`config.mk`:
```
export PLATFORM = sky130hd
export DESIGN_NAME = attn_token_loader
export DESIGN_NICKNAME = d
export VERILOG_FILES = /design/src/rtl/attn_pkg.sv /design/src/rtl/attn_mat_buffer.sv /design/src/rtl/attn_token_loader.sv
export SDC_FILE = /design/constraint.sdc
export NUM_CORES = 2
export LEC_CHECK = 0
export CAP_MARGIN = 30
export CORE_AREA = 2 2 669 671
export DETAILED_ROUTE_END_ITERATION = 6
export DIE_AREA = 0 0 671 673
export GPL_ROUTABILITY_DRIVEN = 0
export PLACE_DENSITY = 0.4
export SETUP_SLACK_MARGIN = 0.02
export SKIP_CTS_REPAIR_TIMING = 1
export SYNTH_ARGS = -nofsm -noshare
export SYNTH_HDL_FRONTEND = slang
export SYNTH_HIERARCHICAL = 1
export SYNTH_SLANG_ARGS = --single-unit
```
`constraint.sdc`:
```
create_clock -name clk -period 29.5 [get_ports clk]
set_clock_uncertainty 0.2 [all_clocks]
set_input_delay 5.9 -clock clk [delete_from_list [all_inputs] [get_ports clk]]
set_output_delay 5.9 -clock clk [all_outputs]
set_load 0.02 [all_outputs]
```
`src/rtl/attn_pkg.sv`:
```
// Shared sizing constants and FSM encoding for the attention token loader.
package attn_pkg;
  localparam int DATA_WIDTH = 16;
  localparam int TOKEN_DIM  = 4;
  localparam int TOKEN_NUM  = 8;
  localparam int TOKEN_W    = DATA_WIDTH * TOKEN_DIM;
  localparam int MAT_W      = TOKEN_W * TOKEN_NUM;
  localparam int CNT_W      = $clog2(TOKEN_NUM);

  typedef enum logic {
    FILL = 1'b0,
    FULL = 1'b1
  } state_t;
endpackage

```
`src/rtl/attn_mat_buffer.sv`:
```
// TOKEN_NUM x TOKEN_W register bank: one row written per enable, whole bank
// cleared synchronously or by async reset. Row 0 lands at the LSBs of o_mat.
module attn_mat_buffer #(
  parameter int TOKEN_W   = 64,
  parameter int TOKEN_NUM = 8,
  parameter int CNT_W     = 3
) (
  input  logic                         clk,
  input  logic                         rst,
  input  logic                         i_we,
  input  logic                         i_clr,
  input  logic [CNT_W-1:0]             i_slot,
  input  logic [TOKEN_W-1:0]           i_data,
  output logic [TOKEN_W*TOKEN_NUM-1:0] o_mat
);
  logic [TOKEN_W-1:0] r_mem [TOKEN_NUM];

  always_ff @(posedge clk or posedge rst) begin
    if (rst) begin
      for (int i = 0; i < TOKEN_NUM; i++) r_mem[i] <= '0;
    end else if (i_clr) begin
      for (int i = 0; i < TOKEN_NUM; i++) r_mem[i] <= '0;
    end else if (i_we) begin
      r_mem[i_slot] <= i_data;
    end
  end

  for (genvar g = 0; g < TOKEN_NUM; g++) begin : g_flat
    assign o_mat[g*TOKEN_W +: TOKEN_W] = r_mem[g];
  end
endmodule

```
`src/rtl/attn_token_loader.sv`:
```
// Collects one Q/K/V token row per beat into full matrices and hands each
// completed frame downstream; framing errors are flagged and zero-padded.
module attn_token_loader
  import attn_pkg::*;
#(
  parameter int DATA_WIDTH = 16,
  parameter int TOKEN_DIM  = 4,
  parameter int TOKEN_NUM  = 8
) (
  input  logic                                   clk,
  input  logic                                   rst,
  input  logic                                   in_valid,
  output logic                                   in_ready,
  input  logic                                   in_last,
  input  logic [DATA_WIDTH*TOKEN_DIM-1:0]           in_q,
  input  logic [DATA_WIDTH*TOKEN_DIM-1:0]           in_k,
  input  logic [DATA_WIDTH*TOKEN_DIM-1:0]           in_v,
  output logic                                   out_valid,
  input  logic                                   out_ready,
  output logic [DATA_WIDTH*TOKEN_DIM*TOKEN_NUM-1:0] Q,
  output logic [DATA_WIDTH*TOKEN_DIM*TOKEN_NUM-1:0] K,
  output logic [DATA_WIDTH*TOKEN_DIM*TOKEN_NUM-1:0] V,
  output logic                                   frame_err,
  output state_t                                 o_state
);
  localparam int L_TOKEN_W = DATA_WIDTH * TOKEN_DIM;
  localparam int L_CNT_W   = $clog2(TOKEN_NUM);

  state_t               r_state;
  logic [L_CNT_W-1:0]   r_cnt;
  logic                 r_in_ready;
  logic                 r_out_valid;
  logic                 r_frame_err;

  logic w_accept, w_slot_last, w_close, w_err, w_clr;

  // Handshake: a transfer happens on a rising edge where valid && ready.
  // in_ready and out_valid are registered and depend only on state, never
  // combinationally on in_valid/out_ready.
  assign w_accept    = in_valid && r_in_ready;
  assign w_slot_last = (r_cnt == L_CNT_W'(TOKEN_NUM - 1));
  assign w_close     = w_accept && (w_slot_last || in_last);
  // Early last or missing last both mean in_last disagrees with the slot.
  assign w_err       = w_accept && (w_slot_last != in_last);
  assign w_clr       = (r_state == FULL) && out_ready;

  always_ff @(posedge clk or posedge rst) begin
    if (rst) begin
      r_state     <= FILL;
      r_cnt       <= '0;
      r_in_ready  <= 1'b1;
      r_out_valid <= 1'b0;
      r_frame_err <= 1'b0;
    end else begin
      r_frame_err <= 1'b0;
      case (r_state)
        FILL: begin
          if (w_close) begin
            r_state     <= FULL;
            r_cnt       <= '0;
            r_in_ready  <= 1'b0;
            r_out_valid <= 1'b1;
            r_frame_err <= w_err;
          end else if (w_accept) begin
            r_cnt <= r_cnt + L_CNT_W'(1);
          end
        end
        FULL: begin
          if (out_ready) begin
            r_state     <= FILL;
            r_cnt       <= '0;
            r_in_ready  <= 1'b1;
            r_out_valid <= 1'b0;
          end
        end
        default: r_state <= FILL;
      endcase
    end
  end

  assign in_ready  = r_in_ready;
  assign out_valid = r_out_valid;
  assign frame_err = r_frame_err;
  assign o_state   = r_state;

  attn_mat_buffer #(.TOKEN_W(L_TOKEN_W), .TOKEN_NUM(TOKEN_NUM), .CNT_W(L_CNT_W)) u_q_buf (
    .clk(clk), .rst(rst), .i_we(w_accept), .i_clr(w_clr), .i_slot(r_cnt), .i_data(in_q), .o_mat(Q)
  );
  attn_mat_buffer #(.TOKEN_W(L_TOKEN_W), .TOKEN_NUM(TOKEN_NUM), .CNT_W(L_CNT_W)) u_k_buf (
    .clk(clk), .rst(rst), .i_we(w_accept), .i_clr(w_clr), .i_slot(r_cnt), .i_data(in_k), .o_mat(K)
  );
  attn_mat_buffer #(.TOKEN_W(L_TOKEN_W), .TOKEN_NUM(TOKEN_NUM), .CNT_W(L_CNT_W)) u_v_buf (
    .clk(clk), .rst(rst), .i_we(w_accept), .i_clr(w_clr), .i_slot(r_cnt), .i_data(in_v), .o_mat(V)
  );
endmodule

```
* After elaboration in Yosys (flattened, before gate mapping)
Index checks and enable logic that the tools add are counted.
** Storage, ports and cells
- Flip-flop bits (word level) :: 1543
- Input bits :: 197
** Operators by class
- $add $sub $neg :: 1
- $lt $le $gt $ge :: 2
- Eq/ne operators :: 5
- Muxes and demuxes :: 26
- Bitwise logic cells :: 2
- Reductions and logical operators :: 9
** Operators by type and width (number)
- 2-to-1 mux 512 bit :: 6
- bitwise mux 512 bit :: 3
- demux 64 bit (select 3 bit) :: 1
- 2-to-1 mux 64 bit :: 1
- 2-to-1 mux 3 bit :: 3
- 2-to-1 mux 1 bit :: 8
- one-hot mux 1 bit (2 select lines) :: 3
- one-hot mux 3 bit (2 select lines) :: 1
- logical AND 1 bit :: 5
- greater-or-equal comparator 4 bit, second input constant :: 1
- less-than comparator 4 x 1 -> 1 bit, second input constant :: 1
- inequality test 2 bit, second input constant :: 2
- NOT 3 -> 4 bit :: 1
- AND reduction 2 bit :: 2
- adder 3 x 1 -> 3 bit, second input constant :: 1
- == test 3 bit, second input constant :: 1
- inequality test 3 bit, second input constant :: 1
- nonzero test 2 bit :: 1
- logical OR 1 bit :: 1
- inequality test 1 bit :: 1
- NOT 1 bit :: 1

* Longest topological paths before layout
- Depth in word-level cells :: 8
- Gate-level depth with buffers :: 7
- Depth with buffers taken out :: 6

* Hierarchy
The synthesis kept the hierarchy.
** Modules (own cells, without submodules)
- attn_mat_buffer :: instances 3, cells an instance 1799, area an instance 22472.8 µm², seq. area each 12812.3 µm²
- attn_token_loader :: instances 1, cells an instance 31, area an instance 374.1 µm², seq. area each 176.4 µm²

* Worst setup path after synthesis
Ideal clock, no wire load.
- Kind :: in2reg
- Start :: input out_ready
- End :: register u_k_buf.r_mem (netlist bit u_k_buf/o_mat[243])
- Data arrival time :: 7.088 ns
- Path slack :: 22.066 ns
- Stages :: 7
- Buffers on the path :: 4
- Cell sequence :: and2_2 -> clkbuf_1 -> clkbuf_1 -> buf_2 -> clkbuf_1 -> nand2b_1 -> mux2i_1
** On the way
- Word-level cells in the longest chain between the ends :: 2
- Elaborated cells on any way between the ends :: 3
- Classes of those cells :: mux (1); reduce/logical (2)
** Ends and longest elaborated chain
- from (decl) :: RTL line attn_token_loader.sv:19 : input logic out_ready,
- logical AND 1 bit (*) :: RTL line attn_token_loader.sv:45 : assign w_clr = (r_state == FULL) && out_ready;
- 2-to-1 mux 512 bit / nonzero test 2 bit (equally long branches)
- to (signal, indexed assignment) :: RTL line attn_mat_buffer.sv:24 : r_mem[i_slot] <= i_data;
- to (decl) :: RTL line attn_mat_buffer.sv:16 : logic [TOKEN_W-1:0] r_mem [TOKEN_NUM];
Mark *: on every way between the ends. The rest lies on a longest branch, timed or not.
A chain may end at the register's enable or synchronous reset.

* Worst setup path after layout
- Start :: input out_ready
- End :: register u_q_buf.r_mem (netlist bit u_q_buf/o_mat[269])
** On the way
- Word-level cells in the longest chain between the ends :: 2
- Elaborated cells on any way between the ends :: 3
- Classes of those cells :: mux (1); reduce/logical (2)
** Ends and longest elaborated chain
- logical AND 1 bit (*) :: RTL line attn_token_loader.sv:45
- named net w_clr :: RTL line attn_token_loader.sv:35 : logic w_accept, w_slot_last, w_close, w_err, w_clr;
- 2-to-1 mux 512 bit / nonzero test 2 bit (equally long branches)
- to (signal, indexed assignment) :: RTL line attn_mat_buffer.sv:24
- to (decl) :: RTL line attn_mat_buffer.sv:16
Mark *: on every way through the listed nets, which the timed path passes. The rest lies on a longest branch.

==> report_table.html <==
<table>
<tr><th>Metric</th><th>Value</th></tr>
<tr><th colspan="2">Run status</th></tr>
<tr><td>Outcome</td><td>finished, final reports clean</td></tr>
<tr><th colspan="2">Critical path</th></tr>
<tr><td>Stages on worst setup path</td><td>8</td></tr>
<tr><td>Critical Path Source</td><td>out_ready</td></tr>
<tr><td>Arr. time, crit path</td><td>10,730 ps</td></tr>
<tr><td>Crit path capture type</td><td>register</td></tr>
<tr><td>Crit-path max FO</td><td>207</td></tr>
<tr><td>Kind of start point of the critical path</td><td>primary input</td></tr>
<tr><td>Worst setup path end</td><td>u_q_buf/o_mat[269]</td></tr>
<tr><td>Reg2reg setup slack</td><td>24,440 ps</td></tr>
<tr><td>Required time of the critical path</td><td>30,030 ps</td></tr>
<tr><td>Reg-to-Reg Start</td><td>o_state</td></tr>
<tr><td>Number of cell instances on the worst register-to-register path</td><td>7</td></tr>
<tr><td>Dominant cell type by count on the critical path</td><td>buf_4</td></tr>
<tr><td>CP peak stage delay</td><td>810 ps</td></tr>
<tr><td>Capture instance of the worst register-to-register path</td><td>u_q_buf/o_mat[269]</td></tr>
<tr><td>Buffering stage count on the worst path with inverters included</td><td>5</td></tr>
<tr><td>Cells along the critical path</td><td>clkdlybuf4s50_1 -&gt; and2_4 -&gt; buf_4 -&gt; buf_12 -&gt; buf_4 -&gt; buf_4 -&gt; nand2b_1 -&gt; mux2i_1</td></tr>
<tr><td>Worst Path Class, Setup</td><td>in -&gt; reg</td></tr>
<tr><td>Family of cells with the greatest summed delay on the critical path</td><td>buffers and inverters</td></tr>
<tr><td>Slowest stage cell on the critical path</td><td>buf_4</td></tr>
<tr><th colspan="2">Synthesis</th></tr>
<tr><td>Library cells used by synthesis</td><td>27</td></tr>
<tr><td>Syn Area/Cell</td><td>12.5 sq um</td></tr>
<tr><td>Net count of the mapped netlist</td><td>5,628</td></tr>
<tr><td>Synth Area in Adders</td><td>0.0554%</td></tr>
<tr><td>Proportion of synthesized chip area in sequential cells</td><td>57.0%</td></tr>
<tr><td>Seq cells post-synth</td><td>1,543</td></tr>
<tr><td>Multiplexer share of the synthesized area</td><td>22.7%</td></tr>
<tr><td>Fraction of synthesized cell area in xor and xnor cells</td><td>0%</td></tr>
<tr><td>Simple-gate portion of the synthesized area</td><td>16.5%</td></tr>
<tr><td>Cell count after synthesis</td><td>5,428</td></tr>
<tr><td>Largest family of logic cells by synthesized area</td><td>multiplexers</td></tr>
<tr><td>Warnings, synthesis</td><td>6</td></tr>
<tr><td>Post-Synthesis Cell Area</td><td>67,800 sq um</td></tr>
<tr><td>Synth Area in Compound Gates</td><td>0.0738%</td></tr>
<tr><th colspan="2">Clocking</th></tr>
<tr><td>Clock latency on the worst-skew pair</td><td>840 ps</td></tr>
<tr><td>Root buffer selected by CTS</td><td>clkbuf_16</td></tr>
<tr><td>Number of buffers created by CTS</td><td>202</td></tr>
<tr><td>Clock sink count</td><td>1,543</td></tr>
<tr><td>CTS tree</td><td>done</td></tr>
<tr><td>Bufs on Longest Clock Path</td><td>4</td></tr>
<tr><td>Deepest level of the CTS H-tree</td><td>4</td></tr>
<tr><td>Clock-pin slew of the registers on the worst-case setup and hold paths</td><td>60 ps</td></tr>
<tr><th colspan="2">Cells and area</th></tr>
<tr><td>Synth-to-Final Area Change</td><td>45.7%</td></tr>
<tr><td>Proportion of layout cells with a drive suffix above 1</td><td>6.66%</td></tr>
<tr><td>Cell Count, Final, Fillers Out</td><td>13,000</td></tr>
<tr><td>Most common cell after layout, fill and taps aside</td><td>clkdlybuf4s50_1</td></tr>
<tr><td>Most used cells in the layout excluding fill and tap cells</td><td>clkdlybuf4s50_1 (1,735), nand2b_1 (1,728), dfrtp_1 (1,539)</td></tr>
<tr><td>Final net count</td><td>7,124</td></tr>
<tr><th colspan="2">Placed design</th></tr>
<tr><td>Port Buf Inserts</td><td>1,736</td></tr>
<tr><td>Pre-CTS setup slack</td><td>18,440 ps</td></tr>
<tr><td>Placed insts</td><td>12,600</td></tr>
<tr><td>HPWL after DPL</td><td>249,000 um</td></tr>
<tr><th colspan="2">Route</th></tr>
<tr><td>Vias</td><td>47,000</td></tr>
<tr><td>Via-per-instance ratio</td><td>3.60</td></tr>
<tr><td>Wire length per cell after detailed routing</td><td>26.1 um</td></tr>
<tr><td>Number of DRC markers after the initial detailed-route iteration</td><td>2,532</td></tr>
<tr><td>Iteration count of the initial detailed-routing pass</td><td>5</td></tr>
<tr><td>DRC violations left</td><td>0</td></tr>
<tr><td>Final ANT Viol Nets</td><td>0</td></tr>
<tr><td>Drt total wl</td><td>341,000 um</td></tr>
<tr><th colspan="2">Floorplanning</th></tr>
<tr><td>Area of the core</td><td>444,000 sq um</td></tr>
<tr><td>I/O pin cnt</td><td>1,737</td></tr>
<tr><td>Area of the die</td><td>452,000 sq um</td></tr>
<tr><td>Horizontal die dimension</td><td>671 um</td></tr>
<tr><td>Effective utilization at floorplan</td><td>15.3%</td></tr>
<tr><td>Standard-cell row count</td><td>245</td></tr>
<tr><td>Height of the chip</td><td>673 um</td></tr>
<tr><th colspan="2">Timing</th></tr>
<tr><td>Relative slew slack</td><td>27.0%</td></tr>
<tr><td>Transition at the pin with the smallest max-transition slack</td><td>1100 ps</td></tr>
<tr><td>RSZ-0062 raised after global routing</td><td>no</td></tr>
<tr><td>Final setup vio count</td><td>0</td></tr>
<tr><td>Worst-case setup margin in the final layout</td><td>19,300 ps</td></tr>
<tr><td>Maximum clock frequency</td><td>0.0980 GHz</td></tr>
<tr><td>Final period utilization</td><td>34.6%</td></tr>
<tr><td>Final Slew Violations</td><td>0</td></tr>
<tr><td>Post-Route Setup TNS</td><td>0 ps</td></tr>
<tr><td>Hold slack final</td><td>338 ps</td></tr>
<tr><td>Final Hold Viols</td><td>0</td></tr>
<tr><td>Shortest period the worst path allows</td><td>10,200 ps</td></tr>
<tr><th colspan="2">Global route</th></tr>
<tr><td>Via count of the first global-routing pass</td><td>50,100</td></tr>
<tr><td>Overall overflow remaining after global route</td><td>0</td></tr>
<tr><td>Pin count of the biggest net entering global routing</td><td>213</td></tr>
<tr><td>First-pass GRT wire length</td><td>457,000 um</td></tr>
<tr><td>Global-route total usage across every layer</td><td>14.5%</td></tr>
<tr><td>Antenna violations before repair</td><td>48</td></tr>
<tr><th colspan="2">Power and ir drop</th></tr>
<tr><td>Total power density per cell area</td><td>88.9 nW/um^2</td></tr>
<tr><td>Leakage power</td><td>48.3 nW</td></tr>
<tr><td>VDD IR max</td><td>0.0548 mV</td></tr>
<tr><th colspan="2">Hold path</th></tr>
<tr><td>Hold Crit Class</td><td>reg -&gt; reg</td></tr>
<tr><th colspan="2">Flow run</th></tr>
<tr><td>Count of maximum capacitance violations</td><td>0</td></tr>
</table>
layer usage:
metal / track usage, % / wire [um] / up-vias / share of wire, %
met5: 0 / 141 / - / 0.041
li1: - / - / 20800 / -
met1: 16.5 / 133000 / 24400 / 39
met4: 5.09 / 13400 / 18 / 3.9
met3: 4.66 / 24100 / 426 / 7.1
met2: 25.3 / 170000 / 1345 / 50
sequential cells by signal (all words and copies together), names as in the netlist:
| signal | flops |
|---|---|
| u_q_buf/o_mat | 512 |
| out_valid | 1 |
| u_v_buf/o_mat | 512 |
| frame_err | 1 |
| u_k_buf/o_mat | 512 |
| o_state | 1 |
| in_ready | 1 |
| r_cnt | 3 |
worst reg2reg max path, delay by kind of cell, from the launching register on:
kind | cells | cell delay (ps)
buffers and inverters | 4 | 3180
and+or+nand+nor | 2 | 970
DFF | 1 | 450
muxes | 1 | 140
per-stage QoR:
stage          total power [mW]  instance area [sq um]  utilization, %
2_1_floorplan              4.45                  67800               -
3_3_place_gp               6.23                  91000            20.5
3_5_place_dp               6.27                  91600            20.6
4_1_cts                    8.97                  98500            22.2
5_1_grt                    9.21                  98700            22.2
6_report                   8.79                  98800            22.2
area by class of cell:
cell class	count	area, sq um
clock buffers	301	5970
fillers	47300	345000
inverters	8	52.6
multi-input cells	3313	26800
repair buffers	1856	18900
flip-flops and latches	1543	38600
well taps	5928	7420
clock inverters	65	958
diodes	24	60.1
power by group:
group	internal, mW	switching, mW
sequential	2.63	0.317
clock	1.56	1.04
combinational	1.37	1.88
worst min-delay path by stage:
stage	depth (start not counted)	to	from
final	2	u_q_buf/o_mat[62]	u_q_buf/o_mat[62]
after global routing	2	u_k_buf/o_mat[405]	u_k_buf/o_mat[405]
after CTS	2	u_q_buf/o_mat[254]	u_q_buf/o_mat[254]
after detailed placement	2	u_k_buf/o_mat[194]	u_k_buf/o_mat[194]
after global placement	2	u_q_buf/o_mat[228]	u_q_buf/o_mat[228]
after floorplan	1	in_ready	in_ready
synthesized netlist by cell type:
| library cell | instances | share of area, % |
|---|---|---|
| a21bo_2 | 2 | 0.030 |
| a21boi_0 | 1 | 0.011 |
| and2_1 | 1 | 0.0092 |
| and2_2 | 1 | 0.011 |
| and2b_1 | 1 | 0.011 |
| and4b_1 | 3 | 0.044 |
| and4bb_2 | 3 | 0.055 |
| buf_1 | 30 | 0.17 |
| buf_2 | 153 | 1.1 |
| buf_6 | 24 | 0.40 |
| clkbuf_1 | 357 | 2.0 |
| dfrtp_1 | 1542 | 57 |
| dfstp_2 | 1 | 0.039 |
| ha_1 | 3 | 0.055 |
| inv_1 | 8 | 0.044 |
| mux2_4 | 1 | 0.022 |
| mux2i_1 | 1538 | 23 |
| nand2_1 | 2 | 0.011 |
| nand2b_1 | 1728 | 16 |
| nand3b_4 | 1 | 0.030 |
| nand4_1 | 3 | 0.028 |
| nand4b_1 | 9 | 0.12 |
| nand4bb_1 | 9 | 0.15 |
| nor3b_1 | 1 | 0.011 |
| o22a_2 | 1 | 0.015 |
| o22ai_1 | 2 | 0.018 |
| or4b_1 | 3 | 0.044 |
kinds of logic after synthesis:
kind of cell / count (synthesis)
AOI/OAI and AO/OA: 6
adders and majority gates: 3
buffers and inverters: 572
DFF: 1543
muxes: 1539
and+or+nand+nor: 1765
(Power assumes the default switching activity.)
==> RTL edit, RTL diff (same settings) <==
`TOKEN_NUM` is set to 8 in 3 places; all go to 4.
--- a/src/rtl/attn_pkg.sv
+++ b/src/rtl/attn_pkg.sv
@@ -4,3 +4,3 @@
   localparam int TOKEN_DIM  = 4;
-  localparam int TOKEN_NUM  = 8;
+  localparam int TOKEN_NUM  = 4;
   localparam int TOKEN_W    = DATA_WIDTH * TOKEN_DIM;
--- a/src/rtl/attn_mat_buffer.sv
+++ b/src/rtl/attn_mat_buffer.sv
@@ -4,3 +4,3 @@
   parameter int TOKEN_W   = 64,
-  parameter int TOKEN_NUM = 8,
+  parameter int TOKEN_NUM = 4,
   parameter int CNT_W     = 3
--- a/src/rtl/attn_token_loader.sv
+++ b/src/rtl/attn_token_loader.sv
@@ -7,3 +7,3 @@
   parameter int TOKEN_DIM  = 4,
-  parameter int TOKEN_NUM  = 8
+  parameter int TOKEN_NUM  = 4
 ) (
Ports: changed (resized K, Q and V); port bits go from 1737 to 969. The function was not compared with the original's and may differ.
==> RTL edit against the original RTL <==
Routed wire length down 51%; highest routed layer unchanged; register-to-register slack better by 1600 ps; combinational power down 38%; total power down 44%; area after synthesis down 49%; count of clock-buffer cells in the layout down 150; largest cell class unchanged; sequential cell count down 769; fmax up 20%; final area down 45%; setup slack better by 1700 ps; clock power down 49%.
==> RTL edit: results (changes against the original RTL) <==
<table>
<tr><th>Metric</th><th>Value</th></tr>
<tr><th colspan="2">Worst setup path</th></tr>
<tr><td>Longest individual stage delay on the worst path</td><td>760 ps (was 810 ps)</td></tr>
<tr><td>Worst R2R Path Depth</td><td>6 (was 7)</td></tr>
<tr><td>CP Data Arrival Time</td><td>8960 ps (was 10,730 ps)</td></tr>
<tr><th colspan="2">Logic synthesis</th></tr>
<tr><td>Cell variety after synth</td><td>24 (was 27)</td></tr>
<tr><td>Dominant cells by area after synthesis</td><td>dfrtp_1, mux2i_1, nand2b_1 (unchanged)</td></tr>
<tr><td>Register area share after synthesis</td><td>0.562 (was 0.570)</td></tr>
<tr><th colspan="2">Global routing</th></tr>
<tr><td>Met3 usage</td><td>0.0132 (was 0.0466)</td></tr>
<tr><td>First-pass GRT wire length</td><td>227,000 µm (was 457,000 µm)</td></tr>
<tr><td>Pin count of the biggest net entering global routing</td><td>347 (was 213)</td></tr>
<tr><td>Met2 track demand over resource</td><td>0.130 (was 0.253)</td></tr>
<tr><th colspan="2">Placed design</th></tr>
<tr><td>Setup Slack @ Placement</td><td>19,790 ps (was 18,440 ps)</td></tr>
<tr><td>Number of cells after detailed placement</td><td>9,481 (was 12,600)</td></tr>
<tr><td>Count of buffers from port buffering</td><td>968 (was 1,736)</td></tr>
<tr><td>Placed cell areas</td><td>51,000 µm² (was 91,600 µm²)</td></tr>
<tr><th colspan="2">Outcome</th></tr>
<tr><td>Result of the run</td><td>completed (unchanged)</td></tr>
<tr><th colspan="2">Drt</th></tr>
<tr><td>Post-Route WL</td><td>168,000 µm (was 341,000 µm)</td></tr>
<tr><td>Vias post-DR</td><td>24,000 (was 47,000)</td></tr>
<tr><td>Initial drt markers</td><td>1,259 (was 2,532)</td></tr>
<tr><td>Met2 WL</td><td>88,100 µm (was 170,000 µm)</td></tr>
<tr><td>Total length of routed met3 wires</td><td>6770 µm (was 24,100 µm)</td></tr>
<tr><th colspan="2">Cells and area</th></tr>
<tr><td>Fraction of layout instances using a drive strength above 1</td><td>0.0578 (was 0.0666)</td></tr>
<tr><td>Number of nets in the layout</td><td>3,862 (was 7,124)</td></tr>
<tr><th colspan="2">Worst hold path</th></tr>
<tr><td>Hold-critical path depth</td><td>1 (was 2)</td></tr>
<tr><td>Worst Hold Endpoint</td><td>out_valid (was u_q_buf/o_mat[62])</td></tr>
<tr><th colspan="2">Clock network</th></tr>
<tr><td>H-Tree Level Count</td><td>3 (was 4)</td></tr>
<tr><th colspan="2">Power and ir drop</th></tr>
<tr><td>Int Power</td><td>3060 µW (was 5550 µW)</td></tr>
<tr><td>Clock group total power</td><td>1330 µW (was 2600 µW)</td></tr>
<tr><td>Highest ir drop seen on vdd</td><td>0.0492 mV (was 0.0548 mV)</td></tr>
<tr><td>Total leakage power</td><td>0.0242 µW (was 0.0483 µW)</td></tr>
<tr><th colspan="2">STA</th></tr>
<tr><td>Worst relative slew slack</td><td>0.0285 (was 0.270)</td></tr>
</table>
[RTL edit: cell families after synthesis]
| logic type | synth area share |
|---|---|
| AOI/OAI and AO/OA | 0.00138 |
| adders and majority gates | 0.000726 |
| buffers and inverters | 0.0331 |
| DFF | 0.562 |
| muxes | 0.223 |
| and+or+nand+nor | 0.180 |
[RTL edit: area by class of cell]
type	instances	area (µm²)	share of cell area
clock buffer	151	3050	0.0559
tap	5928	7420	0.136
clock inverter	28	448	0.00821
timing repair buffer	1008	10200	0.187
multi-input combinational	1765	14000	0.257
inverter	9	63.8	0.00117
antenna	12	30.0	0.000550
sequential	774	19400	0.355
[RTL edit: how the worst max path moves through the flow]
stage	cells after the start	to	from	slack [ps]
CTS	4	u_v_buf/o_mat[253]	rst	20750
detailed placement	4	u_v_buf/o_mat[146]	rst	19790
global route	7	u_q_buf/o_mat[30]	out_ready	20750
global placement	4	u_v_buf/o_mat[0]	rst	19920
finish	7	u_q_buf/o_mat[87]	out_ready	20980
floorplan	1	u_k_buf/o_mat[0]	rst	16360
